<file path="src/rtl/fp_flopoco_pkg.sv">
// Shared FloPoco format definitions: exception codes, default widths and bias.
// Imported by the ingress encoder, comparators and FPSub wrappers.
package fp_flopoco_pkg;

  localparam int unsigned FP_WE = 11;
  localparam int unsigned FP_WF = 17;

  typedef enum logic [1:0] {
    EXN_ZERO   = 2'b00,
    EXN_NORMAL = 2'b01,
    EXN_INF    = 2'b10,
    EXN_NAN    = 2'b11
  } exn_e;

  // Bias is identical on the IEEE and FloPoco sides, so no rebias is needed.
  function automatic int unsigned fp_bias(input int unsigned we);
    return (32'd1 << (we - 32'd1)) - 32'd1;
  endfunction

  localparam int unsigned FP_BIAS = fp_bias(FP_WE);

endpackage

</file>
<file path="src/rtl/fp_ieee_to_flopoco_enc_if.sv">
// Valid/ready stream bundle; master drives valid/data, slave drives ready.
interface fp_ieee_to_flopoco_enc_if #(
  parameter int unsigned DW = 29
);
  logic          valid;
  logic          ready;
  logic [DW-1:0] data;

  modport master (output valid, output data, input ready);
  modport slave  (input valid, input data, output ready);
endinterface

</file>
<file path="src/rtl/fp_enc_classify.sv">
// Combinational IEEE -> FloPoco classification: {sign,exp,frac} to {exn,sign,exp,frac}.
module fp_enc_classify
  import fp_flopoco_pkg::*;
#(
  parameter  int unsigned WE    = FP_WE,
  parameter  int unsigned WF    = FP_WF,
  localparam int unsigned IN_W  = 1 + WE + WF,
  localparam int unsigned OUT_W = 3 + WE + WF
) (
  input  logic [IN_W-1:0]  in_data_i,
  output logic [OUT_W-1:0] enc_c_o
);

  localparam int unsigned PW = WE + WF;

  logic          sign;
  logic [WE-1:0] exp_f;
  logic [WF-1:0] frac_f;

  always_comb begin
    {sign, exp_f, frac_f} = in_data_i;
    enc_c_o = {EXN_NORMAL, in_data_i};
    // Subnormals flush to signed zero; specials carry only sign and class.
    if (exp_f == '0) begin
      enc_c_o = {EXN_ZERO, sign, {PW{1'b0}}};
    end else if (exp_f == '1) begin
      if (frac_f == '0) enc_c_o = {EXN_INF, sign, {PW{1'b0}}};
      else              enc_c_o = {EXN_NAN, sign, {PW{1'b0}}};
    end
  end

endmodule

</file>
<file path="src/rtl/fp_ieee_to_flopoco_enc.sv">
// Two-stage valid/ready IEEE -> FloPoco ingress encoder with full backpressure.
// Optional saturating flush/NaN statistics counters under `FP_ENC_STATS_EN.
module fp_ieee_to_flopoco_enc
  import fp_flopoco_pkg::*;
#(
  parameter  int unsigned WE    = FP_WE,
  parameter  int unsigned WF    = FP_WF,
  localparam int unsigned IN_W  = 1 + WE + WF,
  localparam int unsigned OUT_W = 3 + WE + WF
) (
  input  logic                             clk,
  input  logic                             rst,
  fp_ieee_to_flopoco_enc_if.slave          in_if,
  fp_ieee_to_flopoco_enc_if.master         out_if
`ifdef FP_ENC_STATS_EN
  ,
  input  logic                             stat_clr,
  output logic [15:0]                      stat_flush,
  output logic [15:0]                      stat_nan
`endif
);

  logic             s1_valid_q, s1_valid_d;
  logic             out_valid_q, out_valid_d;
  logic [OUT_W-1:0] s1_data_q, s1_data_d;
  logic [OUT_W-1:0] out_data_q, out_data_d;
  logic [OUT_W-1:0] enc_c;
  logic             s2_load_c, s1_load_c, accept_c;

  fp_enc_classify #(.WE(WE), .WF(WF)) u_classify (
    .in_data_i (in_if.data),
    .enc_c_o   (enc_c)
  );

  // Stage advance; s1_data only captures on a real handshake so idle X never enters.
  always_comb begin
    s2_load_c   = !out_valid_q || out_if.ready;
    s1_load_c   = !s1_valid_q || s2_load_c;
    accept_c    = in_if.valid && s1_load_c;
    s1_valid_d  = s1_valid_q;
    s1_data_d   = s1_data_q;
    out_valid_d = out_valid_q;
    out_data_d  = out_data_q;
    if (s2_load_c) begin
      out_valid_d = s1_valid_q;
      if (s1_valid_q) out_data_d = s1_data_q;
    end
    if (s1_load_c) s1_valid_d = accept_c;
    if (accept_c)  s1_data_d  = enc_c;
  end

  always_ff @(posedge clk or negedge rst) begin
    if (!rst) begin
      s1_valid_q  <= 1'b0;
      out_valid_q <= 1'b0;
      s1_data_q   <= '0;
      out_data_q  <= '0;
    end else begin
      s1_valid_q  <= s1_valid_d;
      out_valid_q <= out_valid_d;
      s1_data_q   <= s1_data_d;
      out_data_q  <= out_data_d;
    end
  end

  assign in_if.ready  = s1_load_c;
  assign out_if.valid = out_valid_q;
  assign out_if.data  = out_data_q;

`ifdef FP_ENC_STATS_EN
  logic [15:0] flush_cnt_q, flush_cnt_d;
  logic [15:0] nan_cnt_q, nan_cnt_d;
  logic        flush_c, nan_c;

  // Counters bump on stage-1 load; clear wins over increment, both saturate.
  always_comb begin
    flush_c     = (in_if.data[WF +: WE] == '0) && (in_if.data[WF-1:0] != '0);
    nan_c       = (enc_c[OUT_W-1 -: 2] == EXN_NAN);
    flush_cnt_d = flush_cnt_q;
    nan_cnt_d   = nan_cnt_q;
    if (stat_clr) begin
      flush_cnt_d = '0;
      nan_cnt_d   = '0;
    end else if (accept_c) begin
      if (flush_c && flush_cnt_q != 16'hFFFF) flush_cnt_d = flush_cnt_q + 16'd1;
      if (nan_c && nan_cnt_q != 16'hFFFF)     nan_cnt_d   = nan_cnt_q + 16'd1;
    end
  end

  always_ff @(posedge clk or negedge rst) begin
    if (!rst) begin
      flush_cnt_q <= '0;
      nan_cnt_q   <= '0;
    end else begin
      flush_cnt_q <= flush_cnt_d;
      nan_cnt_q   <= nan_cnt_d;
    end
  end

  assign stat_flush = flush_cnt_q;
  assign stat_nan   = nan_cnt_q;
`endif

endmodule

</file>
<file path="src/flat_wrapper.sv">
// flat-port wrapper written by rule: the top's interface ports become plain ports
module fp_ieee_to_flopoco_enc_flat import fp_flopoco_pkg::*;
#(
  parameter  int unsigned WE    = FP_WE,
  parameter  int unsigned WF    = FP_WF,
  localparam int unsigned IN_W  = 1 + WE + WF,
  localparam int unsigned OUT_W = 3 + WE + WF
)
  (clk, rst, in_if_valid, in_if_data, in_if_ready, out_if_valid, out_if_data, out_if_ready);
  fp_ieee_to_flopoco_enc_if #(.DW(29)) in_if_i ();
  fp_ieee_to_flopoco_enc_if #(.DW(31)) out_if_i ();
  input  logic clk;
  input  logic rst;
  input wire logic [$bits(in_if_i.valid)-1:0] in_if_valid;
  input wire logic [$bits(in_if_i.data)-1:0] in_if_data;
  output wire logic [$bits(in_if_i.ready)-1:0] in_if_ready;
  output wire logic [$bits(out_if_i.valid)-1:0] out_if_valid;
  output wire logic [$bits(out_if_i.data)-1:0] out_if_data;
  input wire logic [$bits(out_if_i.ready)-1:0] out_if_ready;
  assign in_if_i.valid = in_if_valid;
  assign in_if_i.data = in_if_data;
  assign in_if_ready = in_if_i.ready;
  assign out_if_valid = out_if_i.valid;
  assign out_if_data = out_if_i.data;
  assign out_if_i.ready = out_if_ready;
  fp_ieee_to_flopoco_enc #(.WE(WE), .WF(WF)) u_core (.clk(clk), .rst(rst), .in_if(in_if_i), .out_if(out_if_i));
endmodule
</file>
<file path="config.mk">
export PLATFORM = sky130hd
export DESIGN_NAME = fp_ieee_to_flopoco_enc_flat
export DESIGN_NICKNAME = d
export VERILOG_FILES = /design/src/rtl/fp_flopoco_pkg.sv /design/src/rtl/fp_ieee_to_flopoco_enc_if.sv /design/src/rtl/fp_enc_classify.sv /design/src/rtl/fp_ieee_to_flopoco_enc.sv /design/src/flat_wrapper.sv
export SDC_FILE = /design/constraint.sdc
export NUM_CORES = 1
export LEC_CHECK = 0
export CAP_MARGIN = 10
export CORE_ASPECT_RATIO = 0.6
export CORE_MARGIN = 2
export CORE_UTILIZATION = 45
export CTS_CLUSTER_SIZE = 8
export DETAILED_ROUTE_END_ITERATION = 16
export PLACE_DENSITY = 0.74
export SLEW_MARGIN = 15
export SYNTH_ARGS = -nofsm -noshare
export SYNTH_HDL_FRONTEND = slang
export SYNTH_SLANG_ARGS = --single-unit
export TNS_END_PERCENT = 100
</file>
<file path="constraint.sdc">
create_clock -name clk -period 1.8 [get_ports clk]
set_input_delay 0.54 -clock clk [delete_from_list [all_inputs] [get_ports clk]]
set_output_delay 0.54 -clock clk [all_outputs]
set_load 0.02 [all_outputs]
</file>
==> results.json <==
{
  "status": "complete, no violations",
  "die_y_um": 62.8,
  "start_kind": "input pin",
  "yosys_warnings": 0,
  "drive_above_1_share_pct": 25.9,
  "cts_tree": "yes",
  "drt_iter0_drc": 88,
  "drtAntennaViolNets": 0,
  "dieArea_sq_um": 6410,
  "regArea_sq_um": 1600,
  "grt.busiest_layer": "met2",
  "clkLatencyLatePin_ns": 0.34,
  "setup_tns_ns": 0,
  "gr-total-overflow": 0,
  "total_power_uw": 3930,
  "cp_data_required_time_ns": 2.02,
  "grt_use_met2_pct": 29.3,
  "htreeDepth": 3,
  "critPathKind": "in2reg",
  "synth_edf_count": 0,
  "ios": 66,
  "synthTopCellsByArea": "dfrtp_1 62%, mux2_2 13%, nand2_1 9.3%, o21ai_0 3.5%, buf_6 1.7%",
  "slew_headroom_pct": 77.5,
  "path_max_fanout": 13,
  "antennaDiodeCount": 0,
  "hp-class": "in2async",
  "postSynthCellCount": 221,
  "nFillCells": 496,
  "fp.dieW_um": 102,
  "clock_skew_ns": 0.00855,
  "fin_ws_ns": 0.0685,
  "arrival_ns": 1.95,
  "synth_mux_area_share_pct": 13.8,
  "netlist_area_sq_um": 2590,
  "grt_pass1_wl_um": 9740,
  "detailed_place_hpwl_um": 3990,
  "avgSynthCellArea_sq_um": 11.7,
  "worstMarginPinSlew_ns": 0.337,
  "clk_pin_slew_worst_paths_ns": 0.07,
  "end_kind": "flip-flop",
  "synth-compound-area-share_pct": 7.18,
  "finalNetCount": 338,
  "synth_top_family_by_area": "simple AND/OR/NAND/NOR gates",
  "std_cell_rows": 21,
  "yosysSeqAreaShare_pct": 61.7,
  "vias": 1908,
  "grtUsageTotal_pct": 20.4,
  "final-instance-count-excl-fill": 389,
  "use_met1_pct": 28.5,
  "drc_errors": 0,
  "cts_num_sinks": 64,
  "synth_common_cells": "64 x dfrtp_1, 64 x nand2_1, 31 x mux2_2, 18 x o21ai_0, 6 x nor4_1",
  "start_util_pct": 46.6,
  "powerDensity_nw_per_um2": 1080,
  "place_inst": 374,
  "antenna_found_initial": 0,
  "max-cap-violations": 0,
  "yosys.area_share.simple_pct": 13.8,
  "yosysTopAreaCellShare_pct": 61.7,
  "coreArea_sq_um": 5570,
  "finalSetupViolations": 0,
  "clockBufferDepth": 2,
  "io_buffers": 65,
  "report.final.slew_viol_count": 0,
  "syn_nets": 254,
  "ys.flop_type": "dfrtp_1",
  "synth-async-reset-ratio_pct": 100,
  "synth.distinct_cells": 22,
  "synth_adder_area_share_pct": 0,
  "areaGrowthSynthToFinish_pct": 40.7,
  "grt_pass1_vias": 2000,
  "viasPerCell": 4.90,
  "grt.met3_usage_pct": 7.72,
  "period_minus_slack_ns": 1.73,
  "grt_setup_unrepaired": "false",
  "clock.fmax_ghz": 0.578,
  "multi_input_area_sq_um": 945,
  "cts_buffers": 9,
  "leakage_uw": 0.00168,
  "final.period_utilization_pct": 96.2,
  "peakVddDrop_uv": 549,
  "root_buffer": "clkbuf_8",
  "synth_seq_cells": 64,
  "hold_viol_final": 0,
  "drt-wirelength-per-cell_um": 15.0,
  "dp_worst_setup_slack_ns": -0.603,
  "first_pass_iters": 4,
  "globalplace.congestion": 0.721,
  "synth_top_cell_by_area": "dfrtp_1",
  "drt-total-wl_um": 5830,
  "grt_max_degree": 65,
  "synthXorXnorAreaFrac_pct": 0
}
final timing paths:
check | startpoint | endpoint | slack (ns) | depth (start not counted)
min in group clk | u_core.s1_data_q[7] | u_core.s1_data_q[7] | 0.48 | 2
hold / removal | rst | u_core.s1_data_q[19] | 0.19 | 2
max in group asynchronous | rst | u_core.out_if.valid | 1.32 | 2
hold reg to reg | u_core.s1_data_q[7] | u_core.s1_data_q[7] | 0.48 | 2
setup reg to reg | u_core.s1_valid_q | u_core.s1_data_q[11] | 0.39 | 6
setup / recovery | in_if_data[19] | u_core.s1_data_q[2] | 0.07 | 5
layout by cell type, fill, tap and decap left out, drive strengths merged:
cell / count
a31oi: 1
and2: 1
buf: 22
bufinv: 1
clkbuf: 11
clkdlybuf4s50: 27
clkinv: 3
dfrtp: 64
dlygate4sd2: 35
dlymetal6s2s: 1
mux2: 31
mux2i: 1
nand2: 64
nand2b: 3
nand3: 2
nand3b: 1
nand4: 3
nor2: 1
nor3: 2
nor4: 6
o21ai: 28
o31ai: 1
cell families (layout without fill, tap and decap cells):
family,count (synthesis),count (layout)
flops,64,64
simple gates,83,83
compound gates,30,30
buf+inv,12,100
mux,32,32
per-layer routing:
metal  wire (um)  part of all wire [%]
met5           0                     0
met2        2530                    43
met4          74                   1.3
met1        2850                    49
met3         377                   6.5
repair_timing:
action	in CTS	in global routing
hold buffers	0	0
buffers inserted	0	0
endpoints found under the hold margin	0	0
pin swaps	3	2
resized for setup	43	6
cloned	0	0
endpoints found under the setup margin	34	29
metrics by stage:
step / utilization (%) / instance area, sq um / hold slack [ns]
2_1_floorplan: - / 2590 / 0.244
3_3_place_gp: 62.2 / 3460 / 0.457
3_5_place_dp: 62.2 / 3460 / 0.470
4_1_cts: 65.2 / 3630 / 0.209
5_1_grt: 65.5 / 3650 / 0.203
6_report: 65.5 / 3650 / 0.193
registers in the layout (all words and copies together), names as in the netlist:
register	count
u_core.out_if.data	31
u_core.out_if.valid	1
u_core.s1_data_q	31
u_core.s1_valid_q	1
report_power, final:
| group | switching (uW) | internal, uW | total, uW |
|---|---|---|---|
| registers | 122 | 1690 | 1810 |
| clock network | 529 | 663 | 1190 |
| logic | 491 | 438 | 929 |
| total | 1140 | 2790 | 3930 |
cell type report:
cell class | count | area share [%]
sequential | 64 | 43.9
multi-input combinational | 145 | 25.9
tap | 80 | 2.74
timing repair buffer | 85 | 22.4
clock buffer | 11 | 3.87
clock inverter | 4 | 1.23
critical path: stages:
cell	delay (ns)
clkdlybuf4s50_1	0.52
nand4_1	0.22
o31ai_4	0.38
buf_12	0.19
o21ai_0	0.10
(Power assumes the default switching activity.)
==> patch: new RTL, config.mk and constraints unchanged <==
Take the reset off `s1_data_q` and load it in a clocked block of its own.
--- a/src/rtl/fp_ieee_to_flopoco_enc.sv
+++ b/src/rtl/fp_ieee_to_flopoco_enc.sv
@@ -55,3 +55,2 @@
       out_valid_q <= 1'b0;
-      s1_data_q   <= '0;
       out_data_q  <= '0;
@@ -60,5 +59,8 @@
       out_valid_q <= out_valid_d;
-      s1_data_q   <= s1_data_d;
       out_data_q  <= out_data_d;
     end
+  end
+
+  always_ff @(posedge clk) begin
+    s1_data_q <= s1_data_d;
   end
Check against the original RTL: same outputs for any inputs over 10 cycles, from zero or initial values and one cycle with rst low; that may be too few to reach the edited logic, so the function may still have changed.
==> patch against the original RTL <==
Clock power increased by 22%; setup slack got worse by 0.021 ns; die area is 2.1% lower; register-to-register slack better by 0.10 ns; routed wire length is 13% lower; via count fell by 17%; synthesized area shrank 2.2%; total power is 0.19% lower; count of clock-buffer cells in the layout rose by 3; sequential cell count unchanged; cell area down 1.7%; critical path type unchanged; critical endpoint is now u_core.s1_data_q[29]; largest cell class unchanged.
==> patch: results (changes against the original RTL) <==
stage;metric;value;unit;change
run_status;run_status;finished clean;;
pwr;ir_worst_vdd;459;uV;-16%
setup_path;r2r_cells;4;;-2
global_routing;grt_pass1_wl;8.14;mm;-16%
synthesis;yosys-top-cells-count;33 x dfrtp_1, 31 x edfxtp_1, 31 x mux2_2;;
cells_and_area;seq_area;1760;sq um;+9.7%
synthesis;synth-edff-count;31;;+31
setup_path;critPathLaunch;in_if_data[2];;
routing;wirelength;5.09;mm;-13%
setup_path;r2r-start;u_core.s1_valid_q;;
routing;drt-pass1-iter-count;7;;+3
setup_path;cp_max_fo;2;;-11
setup_path;arrival;1.82;ns;-0.13 ns
placed_design;hpwl;3.59;mm;-10%
routing;viasPerCell;5.13;;+4.6%
setup_path;slowest_delay;0.54;ns;+0.02 ns
synthesis;synth_area_leaders;edfxtp_1 37%, dfrtp_1 33%, mux2_2 14%;;
setup_path;critPathSlowestCell;or4_1;;
synthesis;synth_compound_area_frac;0.00345;;-0.0684
timing;timing.slew.headroom;0.825;;+0.0495
global_routing;grt_pass1_vias;1684;;-16%
global_routing;gr-usage-all-layers;0.176;;-0.0278
synthesis;synth_cells;153;;-31%
global_routing;grt_max_degree;25;;-62%
routing;wl_per_cell;16.5;um;+10%
setup_path;critPathCapture;u_core.s1_data_q[29];;
placed_design;dp_cells;292;;-22%
synthesis;muxShareOfSynthArea;0.138;;-0.000874
synthesis;async_flop_share;0.516;;-0.484
placed_design;place_ws;-0.471;ns;+0.132 ns
cells_and_area;nets;267;;-21%
synthesis;ys_seq_area_frac;0.692;;+0.0748
-- patch: changes by cell type after synthesis, moves of 6 or more --
cell	before	now
nor3b_1	0	19
dfrtp_1	64	33
nand2_1	64	1
edfxtp_1	0	31
o21ai_0	18	0
nor2b_1	0	6
-- patch: how the worst min path moves through the flow --
stage | startpoint | cells past startpoint | end | slack, ns
global placement | rst | 1 | u_core.out_if.data[16] | 0.41
detailed placement | rst | 1 | u_core.out_if.data[16] | 0.41
floorplan | rst | 0 | u_core.out_if.data[0] | 0.24
finish | rst | 1 | u_core.out_if.data[29] | 0.06
CTS | rst | 1 | u_core.out_if.data[29] | 0.05
global route | rst | 1 | u_core.out_if.data[30] | 0.06
-- patch: cell type report --
class                      instances  area share
clock buffer                      14      0.0509
clock inverter                     2      0.0167
multi-input combinational         80       0.206
sequential                        64       0.490
tap                               69      0.0241
timing repair buffer              79       0.213
-- patch: metal layers --
metal | part of all wire | track usage | up-vias | routed length, um
li1 | - | - | 734 | -
met1 | 0.47 | 0.236 | 783 | 2390
met2 | 0.46 | 0.265 | 57 | 2350
met3 | 0.057 | 0.0653 | 6 | 292
met4 | 0.011 | 0.0642 | 0 | 58
met5 | 0 | 0 | - | 0
-- patch: power breakdown --
| group | internal [W] | total, W | leakage [nW] | switching (W) |
|---|---|---|---|---|
| Combinational | 0.000340 | 0.000689 | 0.639 | 0.000349 |
| Sequential | 0.00171 | 0.00179 | 0.677 | 0.0000750 |
| Clock | 0.000933 | 0.00145 | 0.123 | 0.000514 |
-- patch: cell families after synthesis --
kind of cell / after synthesis
compound gates: 1
buf+inv: 9
flops: 64
mux: 31
simple gates: 48
-- patch: what timing repair did --
item / 4_1_cts / 5_1_grt
gates resized for setup: 36 / 8
pin swaps: 0 / 1
setup endpoints to repair: 33 / 24
